[src/rtl/lsu_pkg.sv]
// Shared types and helpers for the load/store unit controller.
// Holds the FSM state encoding, RISC-V funct3 width codes and lane/fault decode.
package lsu_pkg;

  localparam int unsigned DATA_W = 32;
  localparam int unsigned BE_W   = 4;

  typedef enum logic [1:0] {
    IDLE  = 2'd0,
    ISSUE = 2'd1,
    WAIT  = 2'd2,
    RESP  = 2'd3
  } state_e;

  localparam logic [2:0] F3_B  = 3'b000;
  localparam logic [2:0] F3_H  = 3'b001;
  localparam logic [2:0] F3_W  = 3'b010;
  localparam logic [2:0] F3_BU = 3'b100;
  localparam logic [2:0] F3_HU = 3'b101;

  // Illegal width code, unsigned store, or address not aligned to the access size.
  function automatic logic is_fault(input logic we, input logic [2:0] f3, input logic [1:0] lane);
    logic f;
    f = 1'b0;
    case (f3)
      F3_B:    f = 1'b0;
      F3_BU:   f = we;
      F3_H:    f = lane[0];
      F3_HU:   f = we | lane[0];
      F3_W:    f = (lane != 2'b00);
      default: f = 1'b1;
    endcase
    return f;
  endfunction

  function automatic logic [BE_W-1:0] lane_be(input logic [2:0] f3, input logic [1:0] lane);
    logic [BE_W-1:0] be;
    case (f3)
      F3_B, F3_BU: be = 4'b0001 << lane;
      F3_H, F3_HU: be = 4'b0011 << lane;
      default:     be = 4'b1111;
    endcase
    return be;
  endfunction

  function automatic logic [DATA_W-1:0] be_mask(input logic [BE_W-1:0] be);
    return {{8{be[3]}}, {8{be[2]}}, {8{be[1]}}, {8{be[0]}}};
  endfunction

endpackage

[src/rtl/lsu_align.sv]
// Load-data alignment: moves the addressed lane down to bit 0 and
// sign- or zero-extends it according to the access width code.
module lsu_align
  import lsu_pkg::*;
(
  input  logic [2:0]        funct3,
  input  logic [1:0]        lane,
  input  logic [DATA_W-1:0] rdata,
  output logic [DATA_W-1:0] load_data_c
);

  logic [DATA_W-1:0] shifted;

  always_comb begin
    shifted     = rdata >> {lane, 3'b000};
    load_data_c = '0;
    case (funct3)
      F3_B:    load_data_c = {{24{shifted[7]}}, shifted[7:0]};
      F3_BU:   load_data_c = {24'h0, shifted[7:0]};
      F3_H:    load_data_c = {{16{shifted[15]}}, shifted[15:0]};
      F3_HU:   load_data_c = {16'h0, shifted[15:0]};
      F3_W:    load_data_c = rdata;
      default: load_data_c = '0;
    endcase
  end

endmodule

[src/rtl/lsu_ctrl.sv]
// Single-outstanding load/store controller between the pipeline and a word-wide
// memory port; all outputs come from flops so no req_* path reaches mem_*.
module lsu_ctrl
  import lsu_pkg::*;
#(
  parameter int unsigned ADDR_W = 32,
  parameter int unsigned TAG_W  = 5
) (
  input  logic              clk,
  input  logic              rst_n,
  input  logic              req_valid,
  output logic              req_ready,
  input  logic              req_we,
  input  logic [2:0]        req_funct3,
  input  logic [ADDR_W-1:0] req_addr,
  input  logic [DATA_W-1:0] req_wdata,
  input  logic [TAG_W-1:0]  req_tag,
  output logic              rsp_valid,
  input  logic              rsp_ready,
  output logic [DATA_W-1:0] rsp_rdata,
  output logic [TAG_W-1:0]  rsp_tag,
  output logic              rsp_fault,
  output logic              mem_req,
  input  logic              mem_gnt,
  output logic              mem_we,
  output logic [ADDR_W-1:0] mem_addr,
  output logic [BE_W-1:0]   mem_be,
  output logic [DATA_W-1:0] mem_wdata,
  input  logic              mem_rvalid,
  input  logic [DATA_W-1:0] mem_rdata
);

  state_e            state_q, state_d;
  logic              we_q, we_d;
  logic [2:0]        funct3_q, funct3_d;
  logic [1:0]        lane_q, lane_d;
  logic [TAG_W-1:0]  tag_q, tag_d;
  logic              req_ready_q, req_ready_d;
  logic              rsp_valid_q, rsp_valid_d;
  logic [DATA_W-1:0] rsp_rdata_q, rsp_rdata_d;
  logic [TAG_W-1:0]  rsp_tag_q, rsp_tag_d;
  logic              rsp_fault_q, rsp_fault_d;
  logic              mem_req_q, mem_req_d;
  logic              mem_we_q, mem_we_d;
  logic [ADDR_W-1:0] mem_addr_q, mem_addr_d;
  logic [BE_W-1:0]   mem_be_q, mem_be_d;
  logic [DATA_W-1:0] mem_wdata_q, mem_wdata_d;

  logic [1:0]        req_lane;
  logic              req_fault_c;
  logic [BE_W-1:0]   req_be_c;
  logic [DATA_W-1:0] load_data_c;

  assign req_lane    = req_addr[1:0];
  assign req_fault_c = is_fault(req_we, req_funct3, req_lane);
  assign req_be_c    = lane_be(req_funct3, req_lane);

  lsu_align u_align (
    .funct3      (funct3_q),
    .lane        (lane_q),
    .rdata       (mem_rdata),
    .load_data_c (load_data_c)
  );

  always_comb begin
    state_d     = state_q;
    we_d        = we_q;
    funct3_d    = funct3_q;
    lane_d      = lane_q;
    tag_d       = tag_q;
    req_ready_d = req_ready_q;
    rsp_valid_d = rsp_valid_q;
    rsp_rdata_d = rsp_rdata_q;
    rsp_tag_d   = rsp_tag_q;
    rsp_fault_d = rsp_fault_q;
    mem_req_d   = mem_req_q;
    mem_we_d    = mem_we_q;
    mem_addr_d  = mem_addr_q;
    mem_be_d    = mem_be_q;
    mem_wdata_d = mem_wdata_q;

    case (state_q)
      IDLE: begin
        if (req_valid) begin
          we_d        = req_we;
          funct3_d    = req_funct3;
          lane_d      = req_lane;
          tag_d       = req_tag;
          req_ready_d = 1'b0;
          if (req_fault_c) begin
            state_d     = RESP;
            rsp_valid_d = 1'b1;
            rsp_fault_d = 1'b1;
            rsp_tag_d   = req_tag;
            rsp_rdata_d = '0;
          end else begin
            state_d     = ISSUE;
            mem_req_d   = 1'b1;
            mem_we_d    = req_we;
            mem_addr_d  = {req_addr[ADDR_W-1:2], 2'b00};
            mem_be_d    = req_we ? req_be_c : '0;
            mem_wdata_d = req_we ? ((req_wdata << {req_lane, 3'b000}) & be_mask(req_be_c)) : '0;
          end
        end
      end
      ISSUE: begin
        if (mem_gnt) begin
          state_d     = WAIT;
          mem_req_d   = 1'b0;
          mem_we_d    = 1'b0;
          mem_addr_d  = '0;
          mem_be_d    = '0;
          mem_wdata_d = '0;
        end
      end
      WAIT: begin
        if (mem_rvalid) begin
          state_d     = RESP;
          rsp_valid_d = 1'b1;
          rsp_fault_d = 1'b0;
          rsp_tag_d   = tag_q;
          rsp_rdata_d = we_q ? '0 : load_data_c;
        end
      end
      RESP: begin
        if (rsp_ready) begin
          state_d     = IDLE;
          rsp_valid_d = 1'b0;
          rsp_fault_d = 1'b0;
          rsp_tag_d   = '0;
          rsp_rdata_d = '0;
          req_ready_d = 1'b1;
        end
      end
      default: state_d = IDLE;
    endcase
  end

  always_ff @(posedge clk or negedge rst_n) begin
    if (!rst_n) begin
      state_q     <= IDLE;
      we_q        <= 1'b0;
      funct3_q    <= '0;
      lane_q      <= '0;
      tag_q       <= '0;
      req_ready_q <= 1'b1;
      rsp_valid_q <= 1'b0;
      rsp_rdata_q <= '0;
      rsp_tag_q   <= '0;
      rsp_fault_q <= 1'b0;
      mem_req_q   <= 1'b0;
      mem_we_q    <= 1'b0;
      mem_addr_q  <= '0;
      mem_be_q    <= '0;
      mem_wdata_q <= '0;
    end else begin
      state_q     <= state_d;
      we_q        <= we_d;
      funct3_q    <= funct3_d;
      lane_q      <= lane_d;
      tag_q       <= tag_d;
      req_ready_q <= req_ready_d;
      rsp_valid_q <= rsp_valid_d;
      rsp_rdata_q <= rsp_rdata_d;
      rsp_tag_q   <= rsp_tag_d;
      rsp_fault_q <= rsp_fault_d;
      mem_req_q   <= mem_req_d;
      mem_we_q    <= mem_we_d;
      mem_addr_q  <= mem_addr_d;
      mem_be_q    <= mem_be_d;
      mem_wdata_q <= mem_wdata_d;
    end
  end

  assign req_ready = req_ready_q;
  assign rsp_valid = rsp_valid_q;
  assign rsp_rdata = rsp_rdata_q;
  assign rsp_tag   = rsp_tag_q;
  assign rsp_fault = rsp_fault_q;
  assign mem_req   = mem_req_q;
  assign mem_we    = mem_we_q;
  assign mem_addr  = mem_addr_q;
  assign mem_be    = mem_be_q;
  assign mem_wdata = mem_wdata_q;

endmodule

[config.mk]
export PLATFORM = sky130hd
export DESIGN_NAME = lsu_ctrl
export DESIGN_NICKNAME = d
export VERILOG_FILES = /design/src/rtl/lsu_pkg.sv /design/src/rtl/lsu_align.sv /design/src/rtl/lsu_ctrl.sv
export SDC_FILE = /design/constraint.sdc
export NUM_CORES = 1
export LEC_CHECK = 0
export ABC_AREA = 1
export BUFFER_PORTS_ARGS = -buffer_cell sky130_fd_sc_hd__buf_2
export CAP_MARGIN = 20
export CORE_MARGIN = 2
export CORE_UTILIZATION = 55
export CTS_CLUSTER_SIZE = 12
export DETAILED_ROUTE_END_ITERATION = 10
export GPL_ROUTABILITY_DRIVEN = 0
export PLACE_DENSITY = 0.88
export SLEW_MARGIN = 25
export SYNTH_ARGS = -nofsm -noshare
export SYNTH_HDL_FRONTEND = slang
export SYNTH_SLANG_ARGS = --single-unit
[constraint.sdc]
create_clock -name clk -period 3.4 [get_ports clk]
set_input_delay 0.17 -clock clk [delete_from_list [all_inputs] [get_ports clk]]
set_output_delay 0.17 -clock clk [all_outputs]
set_load 0.01 [all_outputs]
==> results of run 1 <==
logic make-up after synthesis:
group           count (synthesis)  synth area share
compound gates                 97            0.0810
fa+ha+maj                       4           0.00773
buf+inv                       119            0.0818
flops                         121             0.468
mux                             2           0.00348
other cells                     1          0.000579
simple gates                  570             0.357
per-layer routing:
metal | global-route usage | vias to the layer above | wire (um)
li1 | - | 3262 | -
met1 | 0.373 | 3029 | 7460
met2 | 0.480 | 304 | 8750
met3 | 0.0778 | 45 | 1510
met4 | 0.106 | 0 | 454
met5 | 0 | - | 0
cell type report:
type	instances	area [um2]
diodes	1	2.50
clock buffers	18	429
clock inverters	14	128
fillers	918	3350
inverters	63	236
multi-input cells	675	2930
flip-flops and latches	121	3030
well taps	143	179
repair buffers	228	1190
synthesized netlist by cell type (2+ instances only):
cell,instances,share of area
inv_1,60,0.035
nand3_1,73,0.056
a21oi_1,8,0.0062
mux2_2,2,0.0035
o211ai_1,11,0.013
o21ai_0,64,0.049
nor2_1,38,0.022
buf_4,5,0.0058
o21ai_1,13,0.010
ha_1,4,0.0077
inv_2,2,0.0012
buf_1,2,0.0012
nand4_1,18,0.017
nand2_1,427,0.25
buf_6,4,0.0070
buf_2,26,0.020
dfrtp_1,120,0.46
clkbuf_1,18,0.010
nor3_1,7,0.0054
nand2_2,3,0.0029
through the flow:
stage	power [W]	instances	setup slack, ns	utilization	instance area, um2
after detailed placement	0.00555	1227	1.07	0.656	7520
after floorplan	0.00453	915	1.74	-	6470
final	0.00727	1263	1.05	0.708	8120
after global routing	0.00784	1262	0.766	0.708	8120
after global placement	0.00546	1227	1.12	0.656	7520
after CTS	0.00729	1262	1.01	0.707	8110
power by group through the flow:
stage | registers [W] | logic, W | clock network, W
floorplan | 0.00260 | 0.00193 | 0
global placement | 0.00242 | 0.00303 | 0
detailed placement | 0.00242 | 0.00313 | 0
CTS | 0.00243 | 0.00316 | 0.00171
global route | 0.00250 | 0.00357 | 0.00177
finish | 0.00243 | 0.00315 | 0.00168
registers in the layout (all words and copies together) (netlist names):
| signal | flops |
|---|---|
| rsp_valid | 1 |
| tag_q | 5 |
| req_ready | 1 |
| rsp_tag | 5 |
| state_q | 2 |
| lane_q | 2 |
| rsp_rdata | 32 |
| rsp_fault | 1 |
| we_q | 1 |
| mem_addr | 30 |
| funct3_q | 3 |
| mem_wdata | 32 |
| mem_be | 4 |
| mem_req | 1 |
| mem_we | 1 |
path summary, 6_finish.rpt:
| path | cells past startpoint | from | end |
|---|---|---|---|
| min in group asynchronous | 2 | rst_n | rsp_rdata[0] |
| max | 8 | lane_q[0] | rsp_rdata[14] |
| min reg2reg | 2 | rsp_rdata[22] | rsp_rdata[22] |
| max in group asynchronous | 3 | rst_n | req_ready |
| max reg2reg | 8 | lane_q[0] | rsp_rdata[14] |
| min | 3 | req_addr[21] | mem_addr[21] |
what timing repair did:
item | 4_1_cts | 5_1_grt
hold endpoints to repair | 51 | 0
hold buffers | 3 | 0
setup buffers | 0 | 0
worst max-delay path: cells and delay by family, from the launching register on:
kind                   cells  cell delay [ns]
buffers and inverters      1             0.53
flip-flops                 1             0.56
AND/OR/NAND/NOR            7             1.14
==> metrics.txt, run 1 <==
outcome=completed; IO Pins=~220; Sequential Power Share=0.335; worst slew pin tran=around 0.76 ns; clk_lat worst skew=~0.42 ns; Fin. Hold Viols=0; Routed WL=18200 um; async set-or-reset flop fraction in the synthesized netlist=1.00; # setup viols final=0; CTS root buf=clkbuf_16; RSZ-0062 raised after global routing=false; Startpoint Class=register; CP max-delay cell=dfrtp_1; fmax=about 430 MHz; Yosys Warn Count=0; WHS=0.0123 ns; layout cell share with drive strength beyond 1=0.240; nets=~1200; largest stage delay on the critical path=roughly 0.56 ns; die width=112 um; Reg clk slew, reported paths=~0.060 ns; H-tree depth=4; Remaining DRCs=0; total net switching power=around 0.0031 W; First DRT Iteration DRCs=619; Max Cap Viol=0; vias per std cell=5.26; Setup CP Type=register to register; EDFF count, synth=0; Relative slew margins=0.492; area grow syn2layout=25.5%; core box area=11500 um2; internal power=roughly 0.0042 W; clk sinks=about 120; Worst Path Arrival=2.66 ns; commonest cells after routing, fill and taps aside=nand2_1 (427), buf_2 (217), dfrtp_1 (120); setup_tns=0 ns; GRT Overall Usage=0.292; number of buffers added on ports=approximately 220; pwr dens=slightly below 900 nW/um2; period utilization=0.692; CP Capture Type=register; sequential fraction of the synthesis area=0.468; DIE AREA=between 10000 and 15000 um2; Static Leakage=around 4.8 nW; Routed Antenna Nets=0; Die Y=between 100 and 150 um; WL per Instance=14.4 um; Yosys cell types=29; Num CTS Buffers=17; Post-Syn Area=6470 um2; CTS tree=yes; total gr overflow=0; First-pass DRT Iterations=5; clock skew=0.00866 ns; ys flop type=dfrtp_1; Starting Density=0.564; most common cell after layout, fill and taps aside=nand2_1; min Tclk post-route=2.35 ns; Logic pwr share=0.434; clock network power share=0.232; critical path, cell by cell=inv_1 -> nand2_1 -> nand3_1 -> nand2_1 -> nand2_1 -> nand3_1 -> nand2_1 -> nand2_1; max-slew violations=0; pin count of the biggest net entering global routing=between 100 and 150; Post-CTS Resized=0; wire length of the first global-routing pass=a little under 30000 um; Worst Hold Class=input port to register; vias in the first global route=6137; Sw Ratio=0.428; Syn Area/Cell=around 7 um2; num rows=39; maximum VDD drop=around 640 uV; initial antenna violation count=1; maximum clock path buffer count=2; Crit Path Max Fanout=24; via count=roughly 6600; #FFs+latches synth=about 120; Worst Path Required=3.71 ns; CP dominant cell by count=nand2_1; post-DP HPWL=12800 um; cell count after synthesis=around 910; FF-to-FF setup slack=~1.0 ns
Note: power is estimated with default switching activity, not from simulation.
==> run 2, diff against run 1 <==
--- a/config.mk
+++ b/config.mk
@@ -9,11 +9,11 @@
 export BUFFER_PORTS_ARGS = -buffer_cell sky130_fd_sc_hd__buf_2
 export CAP_MARGIN = 20
 export CORE_MARGIN = 2
-export CORE_UTILIZATION = 55
+export CORE_UTILIZATION = 46
 export CTS_CLUSTER_SIZE = 12
 export DETAILED_ROUTE_END_ITERATION = 10
 export GPL_ROUTABILITY_DRIVEN = 0
-export PLACE_DENSITY = 0.88
+export PLACE_DENSITY = 0.79
 export SLEW_MARGIN = 25
 export SYNTH_ARGS = -nofsm -noshare
 export SYNTH_HDL_FRONTEND = slang
==> constraint.sdc (replaced) <==
create_clock -name clk -period 2 [get_ports clk]
set_input_delay 0.1 -clock clk [delete_from_list [all_inputs] [get_ports clk]]
set_output_delay 0.1 -clock clk [all_outputs]
set_load 0.01 [all_outputs]
==> metrics.txt, run 2 (synthesized netlist as in run 1, its figures left out) <==
outcome=completed; RR Startpoint=state_q[1]; Sw Ratio=0.417; CTS root buf=clkbuf_16; H-tree depth=4; max-slew violations=0; Crit Path Max Fanout=49; DIE AREA=15000 um2; WL per Instance=between 10 and 15 um; most common cell after layout, fill and taps aside=nand2_1; internal power=0.00764 W; CP Capture Type=register; Die Y=between 100 and 150 um; Max Cap Viol=0; Remaining DRCs=0; Num CTS Buffers=17; Worst Path Required=2.28 ns; Startpoint Class=register; area grow syn2layout=36.5%; Final Power=between 0.01 and 0.015 W; layout cell share with drive strength beyond 1=0.250; Setup CP Type=register to register; Reg clk slew, reported paths=0.06 ns; setup_tns=0 ns; core box area=between 10000 and 15000 um2; Worst Hold Class=input port to register; clock skew=0.00647 ns; First-pass DRT Iterations=6; vias in the first global route=between 6000 and 7000; num rows=43; commonest cells after routing, fill and taps aside=nand2_1 (425), buf_2 (217), dfrtp_1 (119); total gr overflow=0; worst reg-to-reg path cell count=10; nets=~1300; pwr dens=1480 nW/um2; maximum VDD drop=827 uV; Routed WL=20200 um; maximum clock path buffer count=2; fmax=547 MHz; pin count of the biggest net entering global routing=slightly below 100; total net switching power=0.00547 W; IO Pins=221; via count=7026; Static Leakage=~5.1 nW; GRT Overall Usage=0.267; Crit. Startpoint=state_q[1]; post-DP HPWL=about 13000 um; Starting Density=0.468; clk_lat worst skew=just over 0.4 ns; # setup viols final=0; die width=approximately 120 um; initial antenna violation count=1; min Tclk post-route=approximately 1.8 ns; period utilization=0.914; CTS tree=yes; clk sinks=121; wire length of the first global-routing pass=slightly above 30000 um; Min-Delay Startpoint=mem_rdata[3]; Sequential Power Share=0.312; First DRT Iteration DRCs=between 600 and 700; number of buffers added on ports=roughly 220; clock network power share=0.239; Fin. Hold Viols=0; post-layout util=0.639; Logic pwr share=0.449; Worst Path Arrival=roughly 2.1 ns; Routed Antenna Nets=0; vias per std cell=about 5.2; RSZ-0062 raised after global routing=false; Hold Path Stages=5
-- run 2: changes by cell type in the layout (fill, tap and decap cells not counted), moves of 2 or more --
cell / before / now
buf_4: 7 / 22
clkinv_4: 5 / 3
clkinvlp_4: 4 / 2
inv_6: 1 / 3
bufinv_16: 1 / 3
nand2_1: 427 / 425
buf_12: 1 / 4
nand2_2: 3 / 5
dlygate4sd3_1: 3 / 42
-- run 2: timing repair --
item,4_1_cts,5_1_grt
hold buffers,42,0
hold endpoints to repair,70,0
gates resized for setup,0,7
setup buffers,0,1
endpoints found under the setup margin,0,62
-- run 2: final cells by class --
class | instances | area, um2
multi-input cells | 675 | 2930
inverters | 63 | 236
diodes | 1 | 2.50
repair buffers | 288 | 1820
clock inverters | 14 | 173
well taps | 180 | 225
fillers | 1234 | 4990
clock buffers | 17 | 425
flip-flops and latches | 121 | 3030
-- run 2: power groups by stage --
stage                     clock network, W  logic [W]  registers (W)
after floorplan                          0    0.00329        0.00442
after detailed placement                 0    0.00559        0.00407
final                              0.00313    0.00588        0.00409
after global routing               0.00330    0.00661        0.00421
after global placement                   0    0.00546        0.00407
after CTS                          0.00318    0.00566        0.00407
-- run 2: critical path: stages, from the launching register on --
cell and delay (ns):
dfrtp_1 0.41, inv_1 0.11, ha_2 0.23, inv_1 0.08, a21oi_1 0.14, nand2_2 0.14, nand2_2 0.10, nand2_4 0.08
buf_16 0.19, nand2_1 0.10, o21ai_0 0.10
-- run 2: per-layer routing --
metal  vias up  GRT usage  wire (um)
met5         -          0         11
li1       3388          -          -
met1      3201      0.334       8000
met4         2      0.106        612
met2       381      0.436       9620
met3        54     0.0776       1940
-- run 2: final timing paths --
check	endpoint	slack, ns
worst max-delay path	mem_addr[14]	0.17
worst min-delay path	rsp_rdata[3]	0.02
worst max register to register	mem_addr[14]	0.17
worst min register to register	mem_be[3]	0.47
max in group asynchronous	mem_wdata[13]	1.17
min in group asynchronous	tag_q[4]	0.19
-- run 2: metrics by stage --
| step | cell area, um2 | hold slack (ns) | cells | setup slack, ns |
|---|---|---|---|---|
| finish | 8830 | 0.0175 | 1359 | 0.173 |
| detailed placement | 7750 | 0.0836 | 1283 | 0.116 |
| global placement | 7750 | 0.0838 | 1283 | 0.223 |
| floorplan | 6470 | -0.196 | 915 | 0.338 |
| global route | 8830 | 0.0294 | 1358 | 0.0152 |
| CTS | 8760 | 0.000121 | 1356 | 0.0985 |
